<file path="config.mk">
export PLATFORM = sky130hd
export DESIGN_NAME = ss_stack_16b
export DESIGN_NICKNAME = d
export VERILOG_FILES = /design/src/rtl/ss_stack_16b.sv
export SDC_FILE = /design/constraint.sdc
export NUM_CORES = 1
export LEC_CHECK = 0
export ABC_AREA = 1
export CORE_ASPECT_RATIO = 1.75
export CORE_MARGIN = 4
export CORE_UTILIZATION = 30
export CTS_CLUSTER_DIAMETER = 60
export DETAILED_ROUTE_END_ITERATION = 12
export GPL_ROUTABILITY_DRIVEN = 0
export GPL_TIMING_DRIVEN = 0
export PLACE_DENSITY = 0.46
export SYNTH_ARGS = -nofsm -noshare
export SYNTH_HDL_FRONTEND = slang
export SYNTH_SLANG_ARGS = --single-unit
</file>
<file path="constraint.sdc">
create_clock -name CLK -period 3.7 [get_ports CLK]
set_input_delay 0.925 -clock CLK [delete_from_list [all_inputs] [get_ports CLK]]
set_output_delay 0.925 -clock CLK [all_outputs]
set_load 0.01 [all_outputs]
</file>
<file path="src/rtl/ss_stack_16b.sv">
// ss_stack_16b: 16-bit hardware operand stack sitting just below the top register.
//
// Purpose:
//   Pushes the current top-register value (tr) and presents the next-of-stack word
//   (sr) to the ALU / mux sources. It also reports full/empty status and sticky
//   overflow/underflow error flags to the control unit.
//   Storage is a DEPTH-entry register file. A count register indexes it.
//
// Ports:
//   CLK        in   1        system clock, rising-edge active
//   reset      in   1        asynchronous active-high reset (count and flags only)
//   tr         in   16       push data
//   push       in   1        push request
//   pop        in   1        pop request (push+pop together = replace top)
//   clear      in   1        synchronous flush of count and error flags; highest priority
//   sr         out  16       mem[count-1] when non-empty, else 0
//   count      out  PTR_W+1  number of valid entries, 0..DEPTH
//   empty      out  1        count == 0
//   full       out  1        count == DEPTH
//   overflow   out  1        sticky: push-only request while full
//   underflow  out  1        sticky: pop request while empty

module ss_stack_16b #(
  parameter int unsigned DEPTH = 8,
  parameter int unsigned PTR_W = 3
) (
  input  logic             CLK,
  input  logic             reset,
  input  logic [15:0]      tr,
  input  logic             push,
  input  logic             pop,
  input  logic             clear,
  output logic [15:0]      sr,
  output logic [PTR_W:0]   count,
  output logic             empty,
  output logic             full,
  output logic             overflow,
  output logic             underflow
);

  // The index arithmetic relies on DEPTH == 2**PTR_W.
  if (DEPTH < 2 || (1 << PTR_W) != DEPTH) begin : g_param_check
    $error("ss_stack_16b: DEPTH must be a power of two >= 2 and equal 2**PTR_W");
  end

  localparam logic [PTR_W:0]   CntDepth = (PTR_W+1)'(DEPTH);
  localparam logic [PTR_W:0]   CntOne   = (PTR_W+1)'(1);
  localparam logic [PTR_W-1:0] IdxOne   = PTR_W'(1);

  // State
  logic [15:0]      r_mem [DEPTH];
  logic [PTR_W:0]   r_count;
  logic             r_overflow;
  logic             r_underflow;

  // Combinational decode / next state
  logic             w_empty;
  logic             w_full;
  logic [PTR_W-1:0] w_push_idx;
  logic [PTR_W-1:0] w_top_idx;
  logic [PTR_W:0]   w_count_d;
  logic             w_overflow_d;
  logic             w_underflow_d;
  logic             w_we;
  logic [PTR_W-1:0] w_waddr;

  assign w_empty    = (r_count == '0);
  assign w_full     = (r_count == CntDepth);
  assign w_push_idx = r_count[PTR_W-1:0];
  // count-1 taken on the low bits. When count == DEPTH the low bits are 0, so the
  // result wraps to DEPTH-1 as intended. When count == 0 the value is unused
  // because sr is masked and no replace write happens on an empty stack.
  assign w_top_idx  = r_count[PTR_W-1:0] - IdxOne;

  always_comb begin
    w_count_d     = r_count;
    w_overflow_d  = r_overflow;
    w_underflow_d = r_underflow;
    w_we          = 1'b0;
    w_waddr       = w_push_idx;

    if (clear) begin
      w_count_d     = '0;
      w_overflow_d  = 1'b0;
      w_underflow_d = 1'b0;
    end else begin
      unique case ({push, pop})
        2'b10: begin
          if (w_full) begin
            w_overflow_d = 1'b1;
          end else begin
            w_we      = 1'b1;
            w_waddr   = w_push_idx;
            w_count_d = r_count + CntOne;
          end
        end
        2'b01: begin
          if (w_empty) begin
            w_underflow_d = 1'b1;
          end else begin
            w_count_d = r_count - CntOne;
          end
        end
        2'b11: begin
          if (w_empty) begin
            // The pop is rejected, but the push still lands in slot 0.
            w_underflow_d = 1'b1;
            w_we          = 1'b1;
            w_waddr       = w_push_idx;
            w_count_d     = CntOne;
          end else begin
            // Replace the top in place. This is legal even when full.
            w_we    = 1'b1;
            w_waddr = w_top_idx;
          end
        end
        default: ;
      endcase
    end
  end

  always_ff @(posedge CLK or posedge reset) begin
    if (reset) begin
      r_count     <= '0;
      r_overflow  <= 1'b0;
      r_underflow <= 1'b0;
    end else begin
      r_count     <= w_count_d;
      r_overflow  <= w_overflow_d;
      r_underflow <= w_underflow_d;
    end
  end

  // The array has no reset; entries beyond count are never observed.
  always_ff @(posedge CLK) begin
    if (w_we) begin
      r_mem[w_waddr] <= tr;
    end
  end

  assign sr        = w_empty ? 16'h0000 : r_mem[w_top_idx];
  assign count     = r_count;
  assign empty     = w_empty;
  assign full      = w_full;
  assign overflow  = r_overflow;
  assign underflow = r_underflow;

endmodule

</file>
**Word level (Yosys, flattened, before mapping)**

Memory sizes are Yosys's and may differ from the RTL's.
Index checks and enable logic that the tools add are counted.

- Muxes and demuxes: 20
- Equality and inequality tests: 7
- $add $sub $neg: 3
- Reductions and logical operators: 10

Operators by type and width:

| operator | count |
|---|---|
| 2-to-1 mux 16 bit | 1 |
| 2-to-1 mux 4 bit | 4 |
| one-hot mux 4 bit (3 select lines) | 1 |
| 2-to-1 mux 1 bit | 10 |
| 2-to-1 mux 3 bit | 3 |
| inequality test 3 bit, second input constant | 3 |
| nonzero test 2 bit | 4 |
| adder 4 x 1 -> 4 bit, second input constant | 1 |
| equality test 2 bit, second input constant | 2 |
| equality test 4 bit, second input constant | 1 |
| zero test 4 bit | 1 |
| AND reduction 2 bit | 2 |
| AND reduction 4 bit | 1 |
| nonzero test 4 bit | 1 |
| subtractor 4 x 1 -> 4 bit, second input constant | 1 |
| subtractor 3 x 1 -> 3 bit, second input constant | 1 |
| equality test 2 x 1 -> 1 bit, second input constant | 1 |
| one-hot mux 1 bit (2 select lines) | 1 |
| OR reduction 2 bit | 1 |

- Register bits after elaboration: 6
- Output and inout port bits: 24
- Memory bits (writable): 128
- Input bits: 21
- Memories: 1
- Word-level logic and storage cells: 44

Memories:

| name | words | bits a word | rd ports | clocked after memory_dff | wr ports | RTL line | RTL |
|---|---|---|---|---|---|---|---|
| r_mem | 8 | 16 | 1 | 0 | 1 | 51 | `logic [15:0] r_mem [DEPTH];` |

**Logic depth before layout (Yosys ltp)**

- Word-level depth: 6
- Gate-level depth with buffers: 12
- Depth with buffers taken out: 11

**Worst setup path after synthesis**

Ideal clock, no wire load.

- Path kind: register to output
- Start: register r_count[0], in the netlist count[0]
- End: output port sr[0]
- Data arrival time: 1.989 ns
- Path buffers: 3
- Setup slack: 0.786 ns
- Stages on the path, launching flop included: 11
- Data required time: 2.775 ns
- Path through: dfrtp_1 inv_2 buf_2 buf_2 ha_1 inv_1 clkbuf_1 o21ai_0 o22ai_1 nor2_1 nor2_1

- Cells in the longest elaborated chain, start to end: 3
- Elaborated cells between the ends (all ways): 4
- Classes of those cells: 1 x add/sub; 1 x mux; 1 x reduce/logical; 1 x memory

Ends and longest elaborated chain:

| what | RTL line | RTL |
|---|---|---|
| start: declaration | 52 | `logic [PTR_W:0] r_count;` |
| start signal: assignment | 128 | `r_count <= w_count_d;` |
| subtractor 3 x 1 -> 3 bit | 73 | `assign w_top_idx = r_count[PTR_W-1:0] - IdxOne;` |
| memory read (8 x 16 bit) | n/a |  |
| 2-to-1 mux 16 bit (*) | 141 | `assign sr = w_empty ? 16'h0000 : r_mem[w_top_idx];` |
| end: declaration | 33 | `output logic [15:0] sr,` |

Mark *: on every way between the ends. The rest lies on a longest branch, timed or not.

**Worst setup path in the final report**

- Start: register r_count[0], in the netlist count[0]
- End: output port sr[7]

Same word-level chain as after synthesis.

==> reports/metrics.csv <==
stage,metric,value,unit
place,hpwl,10.5,mm
cts,cts.clk_slew.worst_paths,0.06,ns
logic_synthesis,synth_top_flop_cell,edfxtp_1,
grt,grt_max_degree,17,
worst_setup_path,criticalPathCategory,reg2out,
finish,diodes,0,
power,p_per_area,752,nW/µm²
worst_setup_path,arrival,2.56,ns
finish,fin_nets,550,
logic_synthesis,synth_top_cell_by_area,edfxtp_1,
logic_synthesis,synth.area.mux_share,0,%
logic_synthesis,syn_nets,475,
logic_synthesis,synth_area,5500,µm²
worst_setup_path,crit_end,sr[7],
finish,area_delta_synth_final,28.9,%
drt,postRouteAntennaNets,0,
cts,clk_latency,0.41,ns
logic_synthesis,ys_ff_latch,134,
logic_synthesis,synth_adder_area_share,0.455,%
sta,drv_slew,0,
drt,drtPass1Iterations,4,
floorplan,core-area,18100,µm²
cts,holdBufCountCts,0,
logic_synthesis,synth_area_leaders,"edfxtp_1 70%, nor2_1 7.4%, o21ai_0 6.8%, o22ai_1 3.6%, dfrtp_1 2.7%",
logic_synthesis,synth_edf_count,128,
logic_synthesis,synth-xor-area-share,0.614,%
cts,cts_buffers,17,
logic_synthesis,ys_warn_count,0,
finish,final_layout_size_suffix_gt1_share,15.9,%
grt,antenna_found_initial,0,
place,postPlaceCellArea,6390,µm²
finish,finalInstanceArea,7090,µm²
sta,worst_slew_pin_slew,0.623,ns
cts,cts_tree,done,
drt,wl_met1,6.00,mm
sta,max_freq,287,MHz
sta,setup_viol,0,
cts,cts_sinks,134,
drt,wl_met2,8.62,mm
floorplan,die_h,187,µm
worst_setup_path,endpoint_kind,output port,
logic_synthesis,postSynthCellCount,452,
drt,wire_per_inst,20.0,µm
floorplan,die_area,20700,µm²
logic_synthesis,yosysUniqueCellTypes,26,
power,vdd_drop_max,0.000313,V
worst_setup_path,worstReg2RegEnd,r_mem[1][15],
floorplan,io_pins,45,
worst_setup_path,cp_max_fo,10,
worst_setup_path,reg2reg_from,count[0],
sta,hold_violations,0,
power,power_leakage,2.49,nW
sta,max_slew_margin,58.4,%
drt,drc_errors,0,
grt,grt_pass1_vias,4070,
logic_synthesis,yosysMostFrequentCell,edfxtp_1,
grt,grt_util_all_layers,15.7,%
logic_synthesis,synthSimpleGateAreaFrac,10.6,%
drt,drt_iter0_drc,236,
place,portBuffers,44,
drt,highest_layer,met4,
job,drv_cap,0,
min_path,hp-class,reg2reg,
logic_synthesis,synth-seq-area-share,72.6,%
logic_synthesis,synth_compound_area_share,12.3,%
floorplan,chipWidth,110,µm
sta,fin_crit,3.48,ns
cts,clock-root-buffer,clkbuf_16,
logic_synthesis,ys_async_sr_fraction,4.48,%
logic_synthesis,synth_top_family_by_area,compound AO/OA/AOI/OAI gates,
drt,finalWirelength,15.5,mm
drt,dr_total_vias,3804,
sta,post-route-period-util,94.1,%
worst_setup_path,rrSetupSlack,0.96,ns
finish,num-fill-cells,1764,
worst_setup_path,critPathLaunch,count[0],
floorplan,rows,65,
worst_setup_path,worstPathRequired,2.77,ns
worst_setup_path,cp-start-kind,flip-flop,
drt,wl_met3,562,µm
floorplan,start_util,30.5,%
cts,h-tree-depth,4,
run_status,outcome,"finished, final reports clean",
sta,grt_setup_unrepaired,false,
worst_setup_path,r2r_cells,11,
sta,skew,0.00733,ns
logic_synthesis,synth.avg_cell_area,12.2,µm²
logic_synthesis,synth_commonest_cells,"128 x edfxtp_1, 108 x nor2_1, 75 x o21ai_0",
logic_synthesis,synth.top_cell.area_share,69.8,%
grt,overflow,0,
cts,clockBufferDepth,2,
drt,viasPerCell,4.91,
grt,grt_pass1_wl,23.1,mm
sta,whs,0.486,ns
## per-layer routing
layer | up-vias | global-route usage, %
met3 | 24 | 2.80
met4 | 0 | 6.12
li1 | 1796 | -
met2 | 118 | 28.4
met1 | 1866 | 17.7
met5 | - | 0
## flip-flops by register name (all words and copies together) (netlist names)
| register | flops |
|---|---|
| underflow | 1 |
| count | 4 |
| r_mem | 128 |
| overflow | 1 |
## power by group
| group | total (mW) | leakage, nW | internal (mW) | switching (mW) |
|---|---|---|---|---|
| logic | 1.86 | 0.979 | 0.723 | 1.14 |
| registers | 1.80 | 1.24 | 1.77 | 0.0338 |
| clock network | 1.67 | 0.278 | 0.954 | 0.712 |
| total | 5.33 | 2.49 | 3.44 | 1.89 |
## metrics by stage
step                      power, mW  util, %  setup WS (ns)  TNS (ns)  std cells
after detailed placement       3.66     35.4         -0.693     -8.64        738
final                          5.33     39.3          0.219         0        774
after floorplan                2.78        -          0.786         0        452
after CTS                      5.37     39.2         0.0152         0        774
after global placement         3.61     34.5         -0.635    -52.41        730
after global routing           5.62     39.3         0.0892         0        774
## worst min-delay path by stage
stage          startpoint        end  slack, ns  cells after the start
3_3_place_gp    underflow  underflow       0.48                      1
4_1_cts         underflow  underflow       0.49                      1
5_1_grt         underflow  underflow       0.50                      1
6_report        underflow  underflow       0.49                      1
3_5_place_dp    underflow  underflow       0.48                      1
2_1_floorplan    overflow   overflow       0.53                      2
## cells by family (layout without fill, tap and decap cells)
| family | count (synthesis) | after routing |
|---|---|---|
| AO/OA/AOI/OAI | 124 | 124 |
| XOR/XNOR | 3 | 3 |
| adder cells (fa/ha/maj) | 2 | 2 |
| buffers and inverters | 43 | 131 |
| flip-flops | 134 | 134 |
| AND/OR/NAND/NOR | 146 | 146 |
## timing repair
| action | in CTS | in global routing |
|---|---|---|
| setup endpoints to repair | 17 | 12 |
| pin swaps | 4 | 2 |
| buffers inserted | 4 | 0 |
| gates resized for setup | 45 | 4 |
## cell usage in the layout, fill, tap and decap left out, types with 2 or more instances in the layout
cell and n:
a21oi_1 2, buf_2 7, buf_4 5, buf_6 3
buf_8 8, clkbuf_1 6, clkbuf_16 17, clkbuf_8 6
clkdlybuf4s50_1 28, clkinvlp_4 3, dfrtp_1 5, dlygate4sd2_1 14
edfxtp_1 128, inv_1 14, inv_2 4, inv_6 7
inv_8 3, nand2_1 24, nand3_1 10, nor2_1 100
nor2_2 9, o21ai_0 75, o21ai_1 10, o22ai_1 32
xor2_1 2
## layout make-up
type	instances	area (µm²)	share of cell area, %
Timing Repair Buffer	56	587	8.28
Inverter	19	73.8	1.04
Sequential cell	134	4000	56.3
Clock buffer	17	425	6.00
Multi-Input combinational cell	275	1360	19.2
Clock inverter	15	156	2.21
Tap cell	234	293	4.13
Buffer	24	196	2.77
## worst max-delay path, stage by stage, from the launching register on
cell	delay, ns
dfrtp_2	0.43
inv_2	0.08
buf_6	0.15
buf_8	0.17
ha_4	0.25
inv_4	0.08
clkbuf_8	0.16
o21ai_0	0.09
o22ai_1	0.22
o21ai_1	0.09
nor2_1	0.17
clkdlybuf4s15_2	0.25
Power figures use the tool's default switching activity.
